## config.mk

```make
export PLATFORM = sky130hd
export DESIGN_NAME = vga_pattern_gen_flat
export DESIGN_NICKNAME = d
export VERILOG_FILES = /design/src/rtl/vga_pkg.sv /design/src/rtl/vga_pattern_gen_if.sv /design/src/rtl/vga_square_mover.sv /design/src/rtl/vga_pattern_gen.sv /design/src/flat_wrapper.sv
export SDC_FILE = /design/constraint.sdc
export NUM_CORES = 1
export LEC_CHECK = 0
export BUFFER_PORTS_ARGS = -buffer_cell sky130_fd_sc_hd__clkbuf_2
export CORE_ASPECT_RATIO = 1.2
export CORE_MARGIN = 2
export CORE_UTILIZATION = 30
export CTS_BUF_LIST = sky130_fd_sc_hd__clkbuf_4 sky130_fd_sc_hd__clkbuf_8 sky130_fd_sc_hd__clkbuf_16
export CTS_CLUSTER_SIZE = 40
export DETAILED_ROUTE_END_ITERATION = 10
export PLACE_DENSITY = 0.48
export SYNTH_ARGS = -nofsm -noshare
export SYNTH_HDL_FRONTEND = slang
export SYNTH_SLANG_ARGS = --single-unit
```

## constraint.sdc

```tcl
create_clock -name iClk -period 6.6 [get_ports iClk]
set_input_delay 0 -clock iClk [delete_from_list [all_inputs] [get_ports iClk]]
set_output_delay 0 -clock iClk [all_outputs]
set_load 0.1 [all_outputs]
```

## src/rtl/vga_pkg.sv

```systemverilog
// Shared constants and types for the VGA pixel path.
// Active-area defaults match the timing controller.
package vga_pkg;

  localparam int H_ACTIVE_DEF   = 640;
  localparam int V_ACTIVE_DEF   = 480;
  localparam int SQ_SIZE_DEF    = 32;
  localparam int CHECK_LOG2_DEF = 5;

  typedef enum logic [1:0] {
    MODE_BARS   = 2'd0,
    MODE_CHECK  = 2'd1,
    MODE_GRAD   = 2'd2,
    MODE_SQUARE = 2'd3
  } mode_e;

  typedef enum logic {
    DIR_POS = 1'b0,
    DIR_NEG = 1'b1
  } dir_e;

  localparam logic [23:0] C_WHITE   = 24'hFFFFFF;
  localparam logic [23:0] C_YELLOW  = 24'hFFFF00;
  localparam logic [23:0] C_CYAN    = 24'h00FFFF;
  localparam logic [23:0] C_GREEN   = 24'h00FF00;
  localparam logic [23:0] C_MAGENTA = 24'hFF00FF;
  localparam logic [23:0] C_RED     = 24'hFF0000;
  localparam logic [23:0] C_BLUE    = 24'h0000FF;
  localparam logic [23:0] C_BLACK   = 24'h000000;

  function automatic logic [23:0] bar_colour(
    input logic [2:0] idx
  );
    logic [23:0] c;
    c = C_BLACK;
    unique case (idx)
      3'd0: c = C_WHITE;
      3'd1: c = C_YELLOW;
      3'd2: c = C_CYAN;
      3'd3: c = C_GREEN;
      3'd4: c = C_MAGENTA;
      3'd5: c = C_RED;
      3'd6: c = C_BLUE;
      3'd7: c = C_BLACK;
    endcase
    return c;
  endfunction

endpackage

```

## src/rtl/vga_pattern_gen_if.sv

```systemverilog
// Pixel handshake between timing controller and pattern source.
// Master issues requests and mode; slave returns pixel and position.
interface vga_pattern_gen_if #(
  parameter int H_ACTIVE = 640,
  parameter int V_ACTIVE = 480
);
  localparam int XW = $clog2(H_ACTIVE);
  localparam int YW = $clog2(V_ACTIVE);

  logic          iDataRequest;
  logic [1:0]    iMode;
  logic [7:0]    oR;
  logic [7:0]    oG;
  logic [7:0]    oB;
  logic [XW-1:0] oX;
  logic [YW-1:0] oY;
  logic          oFrameStart;

  modport master (
    output iDataRequest,
    output iMode,
    input  oR,
    input  oG,
    input  oB,
    input  oX,
    input  oY,
    input  oFrameStart
  );

  modport slave (
    input  iDataRequest,
    input  iMode,
    output oR,
    output oG,
    output oB,
    output oX,
    output oY,
    output oFrameStart
  );

endinterface

```

## src/rtl/vga_square_mover.sv

```systemverilog
// One axis of the bouncing square: steps once per enable,
// reflecting at 0 and MAX.
module vga_square_mover
  import vga_pkg::*;
#(
  parameter int MAX = 608
) (
  input  logic                       i_clk,
  input  logic                       i_rst,
  input  logic                       i_step,
  output logic [$clog2(MAX+1)-1:0]   o_pos,
  output dir_e                       o_dir
);

  localparam int PW = $clog2(MAX+1);

  logic [PW-1:0] r_pos;
  dir_e          r_dir;
  logic [PW-1:0] w_pos_nxt;
  dir_e          w_dir_nxt;

  // position/direction state register
  always_ff @(posedge i_clk or posedge i_rst) begin
    if (i_rst) begin
      r_pos <= '0;
      r_dir <= DIR_POS;
    end else begin
      r_pos <= w_pos_nxt;
      r_dir <= w_dir_nxt;
    end
  end

  // next step: bounce off either limit, else move one pixel
  always_comb begin
    w_pos_nxt = r_pos;
    w_dir_nxt = r_dir;
    if (i_step) begin
      unique case (1'b1)
        (r_dir == DIR_POS) && (r_pos == PW'(MAX)): begin
          w_dir_nxt = DIR_NEG;
          w_pos_nxt = PW'(MAX - 1);
        end
        (r_dir == DIR_NEG) && (r_pos == '0): begin
          w_dir_nxt = DIR_POS;
          w_pos_nxt = PW'(1);
        end
        (r_dir == DIR_POS) && (r_pos != PW'(MAX)): begin
          w_pos_nxt = r_pos + PW'(1);
        end
        (r_dir == DIR_NEG) && (r_pos != '0): begin
          w_pos_nxt = r_pos - PW'(1);
        end
      endcase
    end
  end

  assign o_pos = r_pos;
  assign o_dir = r_dir;

endmodule

```

## src/rtl/vga_pattern_gen.sv

```systemverilog
// Test-pattern pixel source feeding the VGA timing controller.
// Tracks raster position per request; RGB is combinational on state.
module vga_pattern_gen
  import vga_pkg::*;
#(
  parameter int H_ACTIVE   = H_ACTIVE_DEF,
  parameter int V_ACTIVE   = V_ACTIVE_DEF,
  parameter int SQ_SIZE    = SQ_SIZE_DEF,
  parameter int CHECK_LOG2 = CHECK_LOG2_DEF
) (
  input  logic               iClk,
  input  logic               iRst,
  vga_pattern_gen_if.slave   bus
);

  localparam int XW    = $clog2(H_ACTIVE);
  localparam int YW    = $clog2(V_ACTIVE);
  localparam int XE    = XW + 1;
  localparam int YE    = YW + 1;
  localparam int MAXX  = H_ACTIVE - SQ_SIZE;
  localparam int MAXY  = V_ACTIVE - SQ_SIZE;
  localparam int SXW   = $clog2(MAXX + 1);
  localparam int SYW   = $clog2(MAXY + 1);
  localparam int BAR_W = H_ACTIVE / 8;

  logic [XW-1:0]  r_x;
  logic [YW-1:0]  r_y;
  mode_e          r_mode;
  logic [7:0]     r_frame;

  logic           w_x_end;
  logic           w_y_end;
  logic           w_frame_end;
  logic [SXW-1:0] w_sq_x;
  logic [SYW-1:0] w_sq_y;
  dir_e           w_dir_x;
  dir_e           w_dir_y;
  logic [1:0]     w_unused_dirs;
  logic [2:0]     w_bar_idx;
  logic           w_chk;
  logic [7:0]     w_grad_r;
  logic [7:0]     w_grad_g;
  logic           w_in_x;
  logic           w_in_y;
  logic [23:0]    w_rgb;

  assign w_x_end     = (r_x == XW'(H_ACTIVE - 1));
  assign w_y_end     = (r_y == YW'(V_ACTIVE - 1));
  assign w_frame_end = bus.iDataRequest & w_x_end & w_y_end;

  // raster position: one pixel per request, wrap at line/frame end
  always_ff @(posedge iClk or posedge iRst) begin
    if (iRst) begin
      r_x <= '0;
      r_y <= '0;
    end else if (bus.iDataRequest) begin
      if (w_x_end) begin
        r_x <= '0;
        r_y <= w_y_end ? '0 : r_y + YW'(1);
      end else begin
        r_x <= r_x + XW'(1);
      end
    end
  end

  // mode latch and frame counter, both only at frame end
  always_ff @(posedge iClk or posedge iRst) begin
    if (iRst) begin
      r_mode  <= MODE_BARS;
      r_frame <= 8'd0;
    end else if (w_frame_end) begin
      r_mode  <= mode_e'(bus.iMode);
      r_frame <= r_frame + 8'd1;
    end
  end

  vga_square_mover #(
    .MAX (MAXX)
  ) u_mover_x (
    .i_clk  (iClk),
    .i_rst  (iRst),
    .i_step (w_frame_end),
    .o_pos  (w_sq_x),
    .o_dir  (w_dir_x)
  );

  vga_square_mover #(
    .MAX (MAXY)
  ) u_mover_y (
    .i_clk  (iClk),
    .i_rst  (iRst),
    .i_step (w_frame_end),
    .o_pos  (w_sq_y),
    .o_dir  (w_dir_y)
  );

  // direction is kept for debug visibility only
  assign w_unused_dirs = {w_dir_x, w_dir_y};

  assign w_bar_idx = 3'(r_x / XW'(BAR_W));
  assign w_chk     = r_x[CHECK_LOG2] ^ r_y[CHECK_LOG2];
  assign w_grad_r  = 8'(10'(r_x) >> 2);
  assign w_grad_g  = 8'(9'(r_y) >> 1);

  assign w_in_x = (XE'(r_x) >= XE'(w_sq_x)) &&
                  (XE'(r_x) <  XE'(w_sq_x) + XE'(SQ_SIZE));
  assign w_in_y = (YE'(r_y) >= YE'(w_sq_y)) &&
                  (YE'(r_y) <  YE'(w_sq_y) + YE'(SQ_SIZE));

  // colour select for the current raster position
  always_comb begin
    w_rgb = C_BLACK;
    unique case (r_mode)
      MODE_BARS:   w_rgb = bar_colour(w_bar_idx);
      MODE_CHECK:  w_rgb = w_chk ? C_BLACK : C_WHITE;
      MODE_GRAD:   w_rgb = {w_grad_r, w_grad_g, r_frame};
      MODE_SQUARE: w_rgb = (w_in_x && w_in_y) ? C_WHITE : C_BLUE;
    endcase
  end

  assign bus.oR          = w_rgb[23:16];
  assign bus.oG          = w_rgb[15:8];
  assign bus.oB          = w_rgb[7:0];
  assign bus.oX          = r_x;
  assign bus.oY          = r_y;
  assign bus.oFrameStart = (r_x == '0) && (r_y == '0);

endmodule

```

## src/flat_wrapper.sv

```systemverilog
// flat-port wrapper written by rule: the top's interface ports become plain ports
module vga_pattern_gen_flat import vga_pkg::*;
#(
  parameter int H_ACTIVE   = H_ACTIVE_DEF,
  parameter int V_ACTIVE   = V_ACTIVE_DEF,
  parameter int SQ_SIZE    = SQ_SIZE_DEF,
  parameter int CHECK_LOG2 = CHECK_LOG2_DEF
)
  (iClk, iRst, bus_iDataRequest, bus_iMode, bus_oR, bus_oG, bus_oB, bus_oX, bus_oY, bus_oFrameStart);
  vga_pattern_gen_if #(.H_ACTIVE(H_ACTIVE), .V_ACTIVE(V_ACTIVE)) bus_i ();
  input  logic iClk;
  input  logic iRst;
  input wire logic [$bits(bus_i.iDataRequest)-1:0] bus_iDataRequest;
  input wire logic [$bits(bus_i.iMode)-1:0] bus_iMode;
  output wire logic [$bits(bus_i.oR)-1:0] bus_oR;
  output wire logic [$bits(bus_i.oG)-1:0] bus_oG;
  output wire logic [$bits(bus_i.oB)-1:0] bus_oB;
  output wire logic [$bits(bus_i.oX)-1:0] bus_oX;
  output wire logic [$bits(bus_i.oY)-1:0] bus_oY;
  output wire logic [$bits(bus_i.oFrameStart)-1:0] bus_oFrameStart;
  assign bus_i.iDataRequest = bus_iDataRequest;
  assign bus_i.iMode = bus_iMode;
  assign bus_oR = bus_i.oR;
  assign bus_oG = bus_i.oG;
  assign bus_oB = bus_i.oB;
  assign bus_oX = bus_i.oX;
  assign bus_oY = bus_i.oY;
  assign bus_oFrameStart = bus_i.oFrameStart;
  vga_pattern_gen #(.H_ACTIVE(H_ACTIVE), .V_ACTIVE(V_ACTIVE), .SQ_SIZE(SQ_SIZE), .CHECK_LOG2(CHECK_LOG2)) u_core (.iClk(iClk), .iRst(iRst), .bus(bus_i));
endmodule
```

==> results.yml <==
outcome:
  outcome: "completed"
drt:
  wirelength_um: 11710
  drt-initial-drc-count: 120
  sum_of_met3_wire_segment_lengths_after_detailed_routing_um: 275
  route.met2.wl_um: 5701
  drt-met1-wl_um: 5495
  num_vias: 3875
  drt-wirelength-per-cell_um: 16.31
  top_layer_used: "met4"
  length_of_the_first_detailed_routing_pass_in_iterations: 6
  drc: 0
  avgViaCountPerCell: 5.397
  ant_nets: 0
worst_setup_path:
  crit_path_max_incr_delay_ns: 0.63
  critPathArrivalTime_ns: 3.83
  cp-start-kind: "register"
  most_prevalent_standard_cell_on_the_critical_path: "sky130_fd_sc_hd__ha_1"
  critPathRequiredTime_ns: 6.60
  cp-end-kind: "output port"
  critPathTopFamily: "simple AND/OR/NAND/NOR gates"
  timing.critical_path.cells: "ha_1, inv_1, ha_1, a211oi_1, nand2_1, a31oi_1, nor4b_1, o32ai_1, nand4_1, nand3_1, clkbuf_2"
  path_buf_inv: 2
  cp_slowest_cell: "sky130_fd_sc_hd__nand4_1"
  class_of_the_most_critical_setup_path: "register to output port"
  critical_path_peak_fanout: 16
synthesis:
  synth_top_cell_area_share_pct: 29.39
  post_synth_instance_area_um2: 4258
  synth.lib_cells_used.distinct: 56
  synth-async-reset-ratio_pct: 100.0
  postSynthCellCount: 507
  syn_nets: 564
  synth-edff-count: 0
  synth_top_cells_by_area: "sky130_fd_sc_hd__dfrtp_1 29%, sky130_fd_sc_hd__ha_1 15%, sky130_fd_sc_hd__xnor2_1 5.1%, sky130_fd_sc_hd__nand2_1 4.8%, sky130_fd_sc_hd__a21oi_1 3.9%"
  yosysSeqAreaShare_pct: 29.39
  synth_commonest_cells: "54 x sky130_fd_sc_hd__nand2_1, 50 x sky130_fd_sc_hd__dfrtp_1, 50 x sky130_fd_sc_hd__ha_1, 33 x sky130_fd_sc_hd__a21oi_1"
  ys_seq_elements: 50
  yosys.cell_count.top_type: "sky130_fd_sc_hd__nand2_1"
  cell_type_with_the_largest_total_area_after_synthesis: "sky130_fd_sc_hd__dfrtp_1"
  synth_area_per_cell_um2: 8.398
  yosysWarningCount: 0
  synth_ff_type: "sky130_fd_sc_hd__dfrtp_1"
die:
  die_x_extent_um: 112.8
  die-area_um2: 15170
  row_count: 47
  floorplan.io_pins: 49
  floorplan.core_area_um2: 13820
  initial_utilization_pct: 30.81
  floorplan.die.height_um: 134.5
layout:
  synthToLayoutAreaGrowth_pct: 13.11
  diode_count: 0
  nFillCells: 1417
  final_layout_size_suffix_gt1_share_pct: 11.88
  number_of_nets_in_the_layout: 604
power:
  ir_worst_vdd_uv: 243.4
  total_leakage_power_nw: 2.359
  power-per-cell-area_nw_per_um2: 249.5
sta:
  slew_viol_final: 0
  final.hold.worst_slack_ns: 0.02957
  totalNegativeSetupSlack_ns: 0
  measured_slew_at_the_worst_slew_check_pin_ns: 0.9867
  finalClockSkew_ns: 0.006818
  maxClockFrequency_ghz: 0.2613
  post-route-period-util_pct: 58.00
  finalSetupViolCount: 0
  slew_headroom_pct: 34.09
  grt_setup_unrepaired: "no"
  timing_hold_violations_final: 0
  period_needed_ns: 3.828
place:
  detailed_place_hpwl_um: 8861
  port_buffers: 48
  gp_routability_congestion: 0.8441
global_routing:
  first_global_vias: 3739
  number_of_antenna_violations_at_the_first_check_in_global_routing: 0
  grt_max_degree: 51
  wire_length_of_the_first_global_routing_pass_um: 19380
  global_route.usage.total_pct: 15.69
  grt_remaining_overflow: 0
job:
  drv_cap: 0
clock_network:
  insertion_delay_ns: 0.29
  cts.root.buffer_cell: "sky130_fd_sc_hd__clkbuf_16"
  clock_transition_at_the_register_clock_pins_on_the_worst_setup_and_hold_paths_after_cts_ns: 0.07
  tritoncts: "done"
  clock_sinks: 50
  cts_made_buffers: 5
  clk_path_buf_depth: 2
  cts_htree_levels: 2
  post_cts.repair.setup_buffers: 0
hold_path:
  hold_path.class: "primary input to register"
==> stage by stage <==
| stage | utilization, % | area [um2] | total power [mW] | std cells | setup slack, ns |
|---|---|---|---|---|---|
| detailed placement | 33.65 | 4651 | 0.9578 | 708 | 3.097 |
| global route | 34.85 | 4816 | 1.259 | 718 | 2.490 |
| global placement | 33.65 | 4651 | 0.9517 | 708 | 3.172 |
| floorplan | - | 4258 | 0.8620 | 507 | 2.296 |
| finish | 34.85 | 4816 | 1.202 | 718 | 2.772 |
| CTS | 34.85 | 4816 | 1.220 | 718 | 2.776 |
==> worst reg2reg max path: cells and delay by family (launching register included) <==
kind	cells	cell delay [ns]
AND/OR/NAND/NOR	5	1.10
AO/OA/AOI/OAI	5	0.92
flip-flops	1	0.45
adder cells (fa/ha/maj)	1	0.33
buffers and inverters	1	0.15
XOR/XNOR	1	0.14
==> what timing repair did <==
action	4_1_cts	5_1_grt
hold buffers	3	0
hold endpoints to repair	52	0
resized for setup	0	0
==> path summary, 6_finish.rpt <==
path | slack [ns] | from | endpoint | cells past startpoint
setup reg to reg | 3.39 | u_core.u_mover_y.o_pos[5]$_DFFE_PP0P_ | u_core.u_mover_y.o_pos[7]$_DFFE_PP0P_ | 13
setup / recovery | 2.77 | u_core.u_mover_x.o_pos[5]$_DFFE_PP0P_ | bus_oR[2] | 11
hold reg to reg | 0.48 | u_core.r_frame[7]$_DFFE_PP0P_ | u_core.r_frame[7]$_DFFE_PP0P_ | 1
min in group asynchronous | 0.42 | iRst | u_core.r_frame[7]$_DFFE_PP0P_ | 4
max in group asynchronous | 5.71 | iRst | u_core.u_mover_x.o_pos[4]$_DFFE_PP0P_ | 4
hold / removal | 0.03 | bus_iDataRequest | u_core.bus.oX[1]$_DFFE_PP0P_ | 2
==> layout make-up <==
type                       count  area (um2)  area share [%]
clock buffer                   5       125.1           2.598
timing repair buffer          54       292.8           6.080
sequential                    50        1251           25.98
inverter                      32       120.1           2.494
clock inverter                 2       10.01          0.2078
multi-input combinational    404        2803           58.20
tap                          171       214.0           4.443
==> layout by cell type (no fill, tap or decap), drive strengths merged, types with 7 or more instances in the layout <==
| master | synthesis | routed |
|---|---|---|
| nand2 | 54 | 54 |
| clkbuf | 13 | 53 |
| ha | 50 | 50 |
| dfrtp | 50 | 50 |
| a21oi | 33 | 33 |
| o21ai | 31 | 31 |
| inv | 31 | 31 |
| nor2 | 29 | 29 |
| xnor2 | 25 | 25 |
| nand3 | 22 | 22 |
| a211oi | 15 | 15 |
| a21o | 14 | 14 |
| xor2 | 12 | 12 |
| nand4 | 11 | 11 |
| nor4 | 11 | 11 |
| nand2b | 8 | 8 |
| nor3 | 8 | 8 |
| nor2b | 7 | 7 |
| and3 | 7 | 7 |
==> cell families (layout without fill, tap and decap cells) <==
| group | after synthesis | after routing | share of synthesized area (%) |
|---|---|---|---|
| flops | 50 | 50 | 29.39 |
| fa+ha+maj | 52 | 52 | 15.63 |
| compound gates | 134 | 134 | 20.34 |
| buf+inv | 53 | 93 | 4.907 |
| mux | 4 | 4 | 0.9404 |
| xor+xnor | 37 | 37 | 7.611 |
| simple gates | 177 | 177 | 21.19 |
==> layer usage <==
metal | track usage [%] | vias to the layer above
met5 | 0 | -
met3 | 2.065 | 14
met1 | 20.65 | 1881
li1 | - | 1934
met2 | 26.91 | 46
met4 | 4.607 | 0
==> power by group <==
group / total, mW / internal (mW) / switching, mW / leakage (nW)
Combinational: 0.568 / 0.101 / 0.467 / 1.69
Clock: 0.253 / 0.137 / 0.115 / 0.0694
Sequential: 0.381 / 0.326 / 0.0552 / 0.603
Total: 1.20 / 0.564 / 0.638 / 2.36
==> state kept, by name, indices dropped and copies added, names as in the netlist <==
| name | flops |
|---|---|
| u_core.bus.oX | 10 |
| u_core.bus.oY | 9 |
| u_core.r_frame | 8 |
| u_core.r_mode | 2 |
| u_core.u_mover_x.o_dir | 1 |
| u_core.u_mover_x.o_pos | 10 |
| u_core.u_mover_y.o_dir | 1 |
| u_core.u_mover_y.o_pos | 9 |
No activity file was read; power rests on OpenSTA's default activity.
